**src/rtl/shifter_pkg.sv**
```systemverilog
// Shared definitions for the pipelined barrel shifter: opcode encoding and
// the reserved-opcode predicate used to flag unsupported operations.
package shifter_pkg;

    localparam int OP_W = 3;

    typedef enum logic [OP_W-1:0] {
        OP_ROL = 3'b000,
        OP_SLL = 3'b001,
        OP_SRA = 3'b010,
        OP_SRL = 3'b011,
        OP_ROR = 3'b100
    } op_e;

    // Encodings above OP_ROR pass the operand through and raise out_err.
    function automatic logic is_reserved(input logic [OP_W-1:0] op);
        return op > OP_ROR;
    endfunction

endpackage

```
**src/rtl/shifter_pipe_if.sv**
```systemverilog
// Operation/result bus of shifter_pipe; the master drives operations and
// consumes results, the slave is the shifter itself.
interface shifter_pipe_if #(
    parameter int WIDTH = 16,
    parameter int TAG_W = 4
);
    localparam int CNT_W = $clog2(WIDTH);

    // valid/ready: a transfer happens on a rising edge where valid and ready
    // are both high; valid and its payload hold until that edge, ready never
    // waits on valid, and ready may depend combinationally on the far side.
    logic             in_valid;
    logic             in_ready;
    logic [WIDTH-1:0] in_data;
    logic [CNT_W-1:0] in_cnt;
    logic [2:0]       in_op;
    logic [TAG_W-1:0] in_tag;

    logic             out_valid;
    logic             out_ready;
    logic [WIDTH-1:0] out_data;
    logic [TAG_W-1:0] out_tag;
    logic             out_err;

    modport master (
        output in_valid, in_data, in_cnt, in_op, in_tag, out_ready,
        input  in_ready, out_valid, out_data, out_tag, out_err
    );

    modport slave (
        input  in_valid, in_data, in_cnt, in_op, in_tag, out_ready,
        output in_ready, out_valid, out_data, out_tag, out_err
    );

endinterface

```
**src/rtl/shifter_stage.sv**
```systemverilog
// One pipeline stage: conditionally shifts/rotates by SHAMT when the matching
// count bit is set, then registers the payload and its valid flag.
module shifter_stage
    import shifter_pkg::*;
#(
    parameter int WIDTH = 16,
    parameter int TAG_W = 4,
    parameter int CNT_W = $clog2(WIDTH),
    parameter int SHAMT = 1
) (
    input  logic             clk,
    input  logic             rst_n,
    input  logic             flush,
    input  logic             load,
    input  logic             up_valid,
    input  logic [WIDTH-1:0] up_data,
    input  logic [CNT_W-1:0] up_cnt,
    input  logic [OP_W-1:0]  up_op,
    input  logic [TAG_W-1:0] up_tag,
    input  logic             up_err,
    output logic             valid_q,
    output logic [WIDTH-1:0] dn_data,
    output logic [CNT_W-1:0] dn_cnt,
    output logic [OP_W-1:0]  dn_op,
    output logic [TAG_W-1:0] dn_tag,
    output logic             dn_err
);

    localparam int BIT = $clog2(SHAMT);

    typedef struct packed {
        logic [WIDTH-1:0] data;
        logic [CNT_W-1:0] cnt;
        logic [OP_W-1:0]  op;
        logic [TAG_W-1:0] tag;
        logic             err;
    } payload_t;

    payload_t         pay_d, pay_q;
    logic             valid_d;
    logic [WIDTH-1:0] step;

    // SRA fills from this stage's input MSB; earlier stages keep the MSB intact.
    always_comb begin
        step = up_data;
        if (!up_err && up_cnt[BIT]) begin
            case (up_op)
                OP_ROL:  step = (up_data << SHAMT) | (up_data >> (WIDTH - SHAMT));
                OP_SLL:  step = up_data << SHAMT;
                OP_SRA:  step = $signed(up_data) >>> SHAMT;
                OP_SRL:  step = up_data >> SHAMT;
                OP_ROR:  step = (up_data >> SHAMT) | (up_data << (WIDTH - SHAMT));
                default: step = up_data;
            endcase
        end
    end

    always_comb begin
        valid_d = valid_q;
        pay_d   = pay_q;
        if (flush) begin
            valid_d = 1'b0;
        end else if (load) begin
            valid_d = up_valid;
            if (up_valid) begin
                pay_d = '{data: step, cnt: up_cnt, op: up_op, tag: up_tag, err: up_err};
            end
        end
    end

    always_ff @(posedge clk or negedge rst_n) begin
        if (!rst_n) begin
            valid_q <= 1'b0;
            pay_q   <= '0;
        end else begin
            valid_q <= valid_d;
            pay_q   <= pay_d;
        end
    end

    assign dn_data = pay_q.data;
    assign dn_cnt  = pay_q.cnt;
    assign dn_op   = pay_q.op;
    assign dn_tag  = pay_q.tag;
    assign dn_err  = pay_q.err;

endmodule

```
**src/rtl/shifter_pipe.sv**
```systemverilog
// Pipelined barrel shifter/rotator: one registered stage per shift-amount bit,
// chained through a combinational ready path so full throughput is kept.
module shifter_pipe
    import shifter_pkg::*;
#(
    parameter int WIDTH = 16,
    parameter int TAG_W = 4
) (
    input  logic           clk,
    input  logic           rst_n,
    input  logic           flush,
    shifter_pipe_if.slave  bus
);

    localparam int CNT_W = $clog2(WIDTH);

    // Index 0 is the input port; index k+1 is the register of stage k.
    logic [CNT_W:0]   valid_s;
    logic [WIDTH-1:0] data_s [CNT_W+1];
    logic [CNT_W-1:0] cnt_s  [CNT_W+1];
    logic [OP_W-1:0]  op_s   [CNT_W+1];
    logic [TAG_W-1:0] tag_s  [CNT_W+1];
    logic [CNT_W:0]   err_s;
    logic [CNT_W-1:0] load_s;
    logic             unused_tail;

    assign valid_s[0] = bus.in_valid;
    assign data_s[0]  = bus.in_data;
    assign cnt_s[0]   = bus.in_cnt;
    assign op_s[0]    = bus.in_op;
    assign tag_s[0]   = bus.in_tag;
    assign err_s[0]   = is_reserved(bus.in_op);

    // A stage may load when it is empty or when its successor loads this cycle.
    always_comb begin : ready_chain
        logic chain;
        chain  = bus.out_ready;
        load_s = '0;
        for (int k = CNT_W - 1; k >= 0; k--) begin
            load_s[k] = !valid_s[k + 1] || chain;
            chain     = load_s[k];
        end
    end

    for (genvar k = 0; k < CNT_W; k++) begin : g_stage
        shifter_stage #(
            .WIDTH (WIDTH),
            .TAG_W (TAG_W),
            .CNT_W (CNT_W),
            .SHAMT (1 << k)
        ) u_stage (
            .clk      (clk),
            .rst_n    (rst_n),
            .flush    (flush),
            .load     (load_s[k]),
            .up_valid (valid_s[k]),
            .up_data  (data_s[k]),
            .up_cnt   (cnt_s[k]),
            .up_op    (op_s[k]),
            .up_tag   (tag_s[k]),
            .up_err   (err_s[k]),
            .valid_q  (valid_s[k + 1]),
            .dn_data  (data_s[k + 1]),
            .dn_cnt   (cnt_s[k + 1]),
            .dn_op    (op_s[k + 1]),
            .dn_tag   (tag_s[k + 1]),
            .dn_err   (err_s[k + 1])
        );
    end

    assign bus.in_ready  = load_s[0];
    assign bus.out_valid = valid_s[CNT_W];
    assign bus.out_data  = data_s[CNT_W];
    assign bus.out_tag   = tag_s[CNT_W];
    assign bus.out_err   = err_s[CNT_W];

    // Count and opcode are only needed inside the pipeline, not at the output.
    assign unused_tail = ^{cnt_s[CNT_W], op_s[CNT_W]};

endmodule
```
**src/flat_wrapper.sv**
```systemverilog
// flat-port wrapper written by rule: the top's interface ports become plain ports
module shifter_pipe_flat import shifter_pkg::*;
#(
    parameter int WIDTH = 16,
    parameter int TAG_W = 4
)
  (clk, rst_n, flush, bus_in_valid, bus_in_data, bus_in_cnt, bus_in_op, bus_in_tag, bus_out_ready, bus_in_ready, bus_out_valid, bus_out_data, bus_out_tag, bus_out_err);
  shifter_pipe_if #(.WIDTH(WIDTH), .TAG_W(TAG_W)) bus_i ();
  input  logic clk;
  input  logic rst_n;
  input  logic flush;
  input wire logic [$bits(bus_i.in_valid)-1:0] bus_in_valid;
  input wire logic [$bits(bus_i.in_data)-1:0] bus_in_data;
  input wire logic [$bits(bus_i.in_cnt)-1:0] bus_in_cnt;
  input wire logic [$bits(bus_i.in_op)-1:0] bus_in_op;
  input wire logic [$bits(bus_i.in_tag)-1:0] bus_in_tag;
  input wire logic [$bits(bus_i.out_ready)-1:0] bus_out_ready;
  output wire logic [$bits(bus_i.in_ready)-1:0] bus_in_ready;
  output wire logic [$bits(bus_i.out_valid)-1:0] bus_out_valid;
  output wire logic [$bits(bus_i.out_data)-1:0] bus_out_data;
  output wire logic [$bits(bus_i.out_tag)-1:0] bus_out_tag;
  output wire logic [$bits(bus_i.out_err)-1:0] bus_out_err;
  assign bus_i.in_valid = bus_in_valid;
  assign bus_i.in_data = bus_in_data;
  assign bus_i.in_cnt = bus_in_cnt;
  assign bus_i.in_op = bus_in_op;
  assign bus_i.in_tag = bus_in_tag;
  assign bus_i.out_ready = bus_out_ready;
  assign bus_in_ready = bus_i.in_ready;
  assign bus_out_valid = bus_i.out_valid;
  assign bus_out_data = bus_i.out_data;
  assign bus_out_tag = bus_i.out_tag;
  assign bus_out_err = bus_i.out_err;
  shifter_pipe #(.WIDTH(WIDTH), .TAG_W(TAG_W)) u_core (.clk(clk), .rst_n(rst_n), .flush(flush), .bus(bus_i));
endmodule
```
**config.mk**
```make
export PLATFORM = sky130hd
export DESIGN_NAME = shifter_pipe_flat
export DESIGN_NICKNAME = d
export VERILOG_FILES = /design/src/rtl/shifter_pkg.sv /design/src/rtl/shifter_pipe_if.sv /design/src/rtl/shifter_stage.sv /design/src/rtl/shifter_pipe.sv /design/src/flat_wrapper.sv
export SDC_FILE = /design/constraint.sdc
export NUM_CORES = 1
export LEC_CHECK = 0
export CAP_MARGIN = 5
export CORE_MARGIN = 4
export CORE_UTILIZATION = 35
export CTS_CLUSTER_DIAMETER = 200
export DETAILED_ROUTE_END_ITERATION = 16
export GPL_TIMING_DRIVEN = 1
export PLACE_DENSITY = 0.56
export SYNTH_ARGS = -nofsm -noshare
export SYNTH_HDL_FRONTEND = slang
export SYNTH_SLANG_ARGS = --single-unit
```
**constraint.sdc**
```tcl
create_clock -name clk -period 2.1 [get_ports clk]
set_clock_uncertainty 0.15 [all_clocks]
set_input_delay 0.63 -clock clk [delete_from_list [all_inputs] [get_ports clk]]
set_output_delay 0.63 -clock clk [all_outputs]
set_load 0.02 [all_outputs]
```
==> metrics.cfg, run 1 <==
[global_routing]
use_met1_pct=21.7
gr-total-overflow=0
grt_max_degree=77
grt_first_pass_wirelength_um=23700
grtUsageMet3_pct=2.04
grt-busiest-layer=met2
antenna_found_initial=0
met2_usage_pct=25.6
grt_usage_pct=15.8
grt_pass1_vias=4735

[timing]
slew_violations=0
fin_crit_ps=2080
finalHoldViolCount=0
fin_crit_sh_pct=99.1
hold-worst-slack_ps=144
setup-tns-final_ps=0
fmax_mhz=481
rsz0062_at_grt=no
setup_viol=0
tightestPinTransition_ps=565
slew_headroom_pct=62.1

[worst_setup_path]
slowest_stage=clkdlybuf4s50_1
end_kind=register
cpMostUsedCell=o21ai_0
worstPathCellList=clkdlybuf4s50_1, buf_4, nor3b_1, o311ai_0, o21ai_0, o21ai_0
cp.arrival_ps=2190
critical_path.max_stage_delay_ps=460
startpoint_type=input pin
cp_top_family=compound AO/OA/AOI/OAI gates
crit_type=in2reg
path_max_fanout=13
worstPathRequired_ps=2210
cp_num_buf_inv=2

[cts]
clock_sink_count=103
htreeDepth=3
cts_tree=yes
clockBufferDepth=2
clock_latency_ps=340
clk_pin_slew_ps=60
cts_buffers=9
clock-root-buffer=clkbuf_16

[hold_path]
worstHoldPathType=in2async

[placement]
portBuffers=54
place_hpwl_um=10600
gp_congestion=0.889
placed_area_um2=6690

[synth]
synth-edff-count=0
netlist_instances=665
synth_nets=697
yosysUniqueCellTypes=47
synth_area_um2=5660
synth.area.top_cells=dfrtp_1 46%, nand2_1 9.5%, o21ai_0 7.9%
ys_async_sr_fraction_pct=100
synth_top_area_share_pct=45.6
ys.flop_type=dfrtp_1
synth_top_area_cell=dfrtp_1
ys_seq_area_share_pct=45.6
ys_seq_elements=103
avgSynthCellArea_um2=8.51
yosys_warnings=0

[routing]
vias=4942
antenna_left=0
drt_iter0_drc=254
first_pass_iters=7
wirelength_um=14100
viasPerCell=5.19
wl_per_cell_um=14.8
route.detailed.drc=0

[pwr]
p_leak_nw=3.28
p_total_mw=6.68
p_per_area_nw_per_um2=951
peakVddDrop_mv=0.454

[floorplanning]
die_y_um=135
initial_utilization_pct=35.6
core_area_um2=15900
io_pins=55
rows=46
die_w_um=135
die_area_um2=18300

[final_layout]
layout-drive-gt1-share_pct=14.1
area_growth_pct=24.0
num-nets-final=764
fillCellCount=1616
diodes=0
final_util_pct=44.2
fin_area_um2=7020

[flow_run]
drv_cap=0

[run_status]
run_status=completed

where the power goes:
part | leakage [nW] | total (mW) | internal [mW] | switching, mW
Combinational | 1.82 | 1.91 | 0.842 | 1.07
Sequential | 1.30 | 2.93 | 2.46 | 0.472
Clock | 0.162 | 1.83 | 1.09 | 0.735
Total | 3.28 | 6.68 | 4.40 | 2.28
Yosys cell counts (3+ instances only):
library cell	n
o21a_1	16
a221oi_1	12
mux2_2	7
nor2_1	46
and3_1	15
nand2_1	143
nor3_1	3
nand2b_1	4
dfrtp_1	103
o21ai_1	13
clkbuf_1	31
o22ai_1	18
inv_1	5
nor3b_1	8
o311ai_0	5
o21ai_0	89
o221ai_1	7
nor2b_1	14
buf_4	16
buf_2	16
o211a_1	12
a211oi_1	4
buf_6	4
a21oi_1	28
o31ai_1	9
o2bb2ai_1	12
through the flow:
stage / setup slack, ps / instances
after global placement: -713 / 936
after floorplan: 61.8 / 665
final: 19.6 / 953
after CTS: 2.88 / 953
after detailed placement: -718 / 936
after global routing: 12.1 / 953
flip-flops by register name (all words and copies together) (netlist names):
| register | flops |
|---|---|
| u_core.g_stage.u_stage.dn_tag | 16 |
| u_core.g_stage.u_stage.dn_op | 9 |
| u_core.g_stage.u_stage.valid_q | 4 |
| u_core.g_stage.u_stage.dn_data | 64 |
| u_core.g_stage.u_stage.dn_cnt | 6 |
| u_core.g_stage.u_stage.dn_err | 4 |
logic make-up (layout without fill, tap and decap cells):
family	count (synthesis)	count (layout)	synth area share, %
DFF	103	103	45.6
muxes	10	10	2.10
AOI/OAI and AO/OA	234	234	26.4
buffers and inverters	74	146	6.88
and+or+nand+nor	244	244	19.1
area by class of cell:
class	instances	area (um2)	share of cell area [%]
clock inverters	5	88.8	1.27
multi-input cells	488	2690	38.4
flip-flops and latches	103	2580	36.7
clock buffers	11	243	3.46
inverters	6	22.5	0.321
repair buffers	124	1120	16.0
well taps	216	270	3.85
per-layer routing:
layer | vias to the layer above | part of all wire (%)
met1 | 2339 | 47
met2 | 109 | 47
met5 | - | 0
met3 | 24 | 3.5
li1 | 2470 | -
met4 | 0 | 2.1
final timing paths:
check                                               startpoint                              endpoint  depth (start not counted)  slack [ps]
max in group asynchronous                                rst_n  u_core.g_stage[2].u_stage.dn_data[5]                          2        1320
min in group clk           u_core.g_stage[0].u_stage.dn_tag[3]   u_core.g_stage[1].u_stage.dn_tag[3]                          2         320
setup reg to reg             u_core.g_stage[1].u_stage.valid_q   u_core.g_stage[0].u_stage.dn_tag[1]                          6         140
hold / removal                                           rst_n  u_core.g_stage[1].u_stage.dn_data[6]                          2         140
setup / recovery                                  bus_in_op[2]  u_core.g_stage[0].u_stage.dn_data[7]                          6          20
hold reg to reg            u_core.g_stage[0].u_stage.dn_tag[3]   u_core.g_stage[1].u_stage.dn_tag[3]                          2         320
cell usage in the layout, fill, tap and decap left out, types with 5 or more instances in the layout:
| cell | synthesis | final |
|---|---|---|
| inv_1 | 5 | 5 |
| mux2_2 | 7 | 7 |
| nor3b_1 | 8 | 8 |
| a21oi_1 | 28 | 28 |
| o22ai_1 | 18 | 18 |
| o211a_1 | 12 | 12 |
| o21a_1 | 16 | 16 |
| o21ai_0 | 89 | 88 |
| nor2b_1 | 14 | 14 |
| o21ai_1 | 13 | 14 |
| buf_12 | 0 | 6 |
| o31ai_1 | 9 | 9 |
| clkbuf_16 | 0 | 9 |
| nand2_1 | 143 | 142 |
| o2bb2ai_1 | 12 | 12 |
| dlygate4sd2_1 | 0 | 18 |
| and3_1 | 15 | 15 |
| nor2_1 | 46 | 46 |
| buf_4 | 16 | 65 |
| a221oi_1 | 12 | 12 |
| dfrtp_1 | 103 | 103 |
| o221ai_1 | 7 | 7 |
| clkdlybuf4s50_1 | 0 | 29 |
what timing repair did:
item / in CTS / in global routing
endpoints found under the setup margin: 75 / 8
hold buffers: 0 / 0
buffers inserted: 1 / 0
gates resized for setup: 28 / 7
gates cloned: 0 / 0
pin swaps: 1 / 0
Power figures use the tool's default switching activity.
==> run 2: changes to the inputs <==
- CORE_ASPECT_RATIO: default -> 1.5
==> metrics.cfg, run 2 (synthesized netlist as in run 1, its figures left out) <==
[run_status]
run_status=completed

[final_layout]
largest_register_ffs=64  ; unchanged
mostFrequentLayoutCell=nand2_1
final_cell_mix=142 x nand2_1, 103 x dfrtp_1, 88 x o21ai_0
layout-drive-gt1-share_pct=13.3  ; -0.81 points
final_cells=932  ; -2.2%
diodes=0  ; unchanged
area_growth_pct=23.3
final_util_pct=44.2  ; +0.059 points
num-nets-final=757  ; -0.92%

[routing]
vias=4797  ; -2.9%
drt_iter0_drc=216  ; -15%
wirelength_um=13700  ; -2.5%
viasPerCell=5.15  ; -0.75%
wl_per_cell_um=14.7  ; -0.32%
antenna_left=0  ; unchanged
first_pass_iters=4  ; -3
route.detailed.drc=0  ; unchanged

[timing]
setup_viol=0  ; unchanged
hold-worst-slack_ps=153  ; +8.78 ps
fmax_mhz=484  ; +0.80%
tightestPinTransition_ps=579  ; +14.3 ps
slew_violations=0  ; unchanged
rsz0062_at_grt=no
slew_headroom_pct=61.0  ; -1.1 points
finalHoldViolCount=0  ; unchanged
fin_crit_ps=2060  ; -16.4 ps
fin_crit_sh_pct=98.3  ; -0.78 points
setup-tns-final_ps=0  ; unchanged

[hold_path]
worstHoldPathType=in2async

[worst_setup_path]
worstPathCellList=clkdlybuf4s50_1
startpoint_type=register
path_max_fanout=2  ; -11
cp_num_buf_inv=1  ; -1
crit_type=reg2out
worstPathRequired_ps=1320  ; -890 ps
cp.arrival_ps=1280  ; -910 ps
slowest_stage=clkdlybuf4s50_1
cp_top_family=buffers and inverters
end_kind=output port
critical_path.max_stage_delay_ps=600  ; +140 ps

[pwr]
peakVddDrop_mv=0.446  ; -1.8%
switching_share_pct=33.4  ; -0.72 points
p_leak_nw=3.32  ; +0.99%
p_sw_mw=2.22  ; -2.8%
p_per_area_nw_per_um2=951  ; about the same
power_frac_seq_pct=44.1  ; about the same
p_clk_share_pct=26.2  ; -1.2 points
p_comb_share_pct=29.7  ; +1.0 points
p_int_mw=4.41  ; +0.39%

[cts]
clock-root-buffer=clkbuf_16
holdBufCountCts=0  ; unchanged
cts_buffers=9  ; unchanged
clockBufferDepth=2  ; unchanged
clk_pin_slew_ps=70  ; about the same
cts_tree=yes
clock_sink_count=103  ; unchanged
htreeDepth=3  ; unchanged
clock_latency_ps=340  ; about the same

[global_routing]
grt_max_degree=104  ; +35%
antenna_found_initial=0  ; unchanged
grt_first_pass_wirelength_um=23200  ; -2.1%
met2_usage_pct=29.8  ; +4.2 points
grt_usage_pct=15.3  ; -0.51 points
use_met1_pct=15.9  ; -5.9 points
grt-busiest-layer=met2
grt_pass1_vias=4884  ; +3.1%
gr-total-overflow=0  ; unchanged
grtUsageMet3_pct=1.47  ; -0.57 points

[floorplanning]
die_w_um=112  ; -17%
core_area_um2=15800  ; -0.76%
rows=56  ; +22%
initial_utilization_pct=35.9  ; +0.27 points
die_area_um2=18300  ; +0.23%
die_y_um=164  ; +21%
io_pins=55  ; unchanged

[placement]
place_hpwl_um=10600  ; about the same
placedCellCount=916  ; -2.1%
gp_congestion=0.874  ; -1.7%
portBuffers=54  ; unchanged

[flow_run]
drv_cap=0  ; unchanged

## run 2: final cells by class
| type | instances | area, um2 |
|---|---|---|
| sequential | 103 | 2580 |
| clock buffer | 13 | 280 |
| clock inverter | 2 | 37.5 |
| tap | 203 | 254 |
| timing repair buffer | 117 | 1110 |
| multi-input combinational | 488 | 2700 |
| inverter | 6 | 22.5 |
| fill | 1556 | 8790 |
## run 2: repair_timing
action,CTS,global route
buffers inserted,1,0
endpoints found under the setup margin,69,17
gates resized for setup,14,18
## run 2: worst paths after layout
path	from	to	slack (ps)	cells after the start
setup / recovery	u_core.g_stage[3].u_stage.dn_data[5]	bus_out_data[5]	40	1
hold / removal	rst_n	u_core.g_stage[3].u_stage.dn_data[9]	150	2
setup reg to reg	u_core.g_stage[2].u_stage.valid_q	u_core.g_stage[0].u_stage.dn_tag[2]	100	6
hold reg to reg	u_core.g_stage[0].u_stage.dn_cnt[3]	u_core.g_stage[1].u_stage.dn_cnt[3]	320	2
max in group asynchronous	rst_n	u_core.g_stage[0].u_stage.dn_data[3]	1180	2
min in group clk	u_core.g_stage[0].u_stage.dn_cnt[3]	u_core.g_stage[1].u_stage.dn_cnt[3]	320	2
## run 2: metal layers
| layer | share of wire, % | vias to the layer above |
|---|---|---|
| met5 | 0 | - |
| met4 | 4.0 | 0 |
| met3 | 2.8 | 38 |
| met2 | 55 | 97 |
| met1 | 39 | 2206 |
| li1 | - | 2456 |
## run 2: power by group through the flow
stage                     Combinational (mW)  Clock [mW]  Sequential [mW]
after floorplan                         1.41           0             2.80
after global placement                  1.98           0             2.95
after global routing                    2.21        1.86             2.99
after detailed placement                2.01           0             2.97
after CTS                               2.01        1.77             2.93
final                                   1.97        1.74             2.93
## run 2: per-stage QoR
step	worst slack, ps	area, um2	power (mW)
after detailed placement	-700	6620	4.98
after CTS	1.86	6950	6.71
after global routing	1.22	6970	7.07
final	36.0	6970	6.63
after global placement	-704	6620	4.93
after floorplan	61.8	5660	4.21
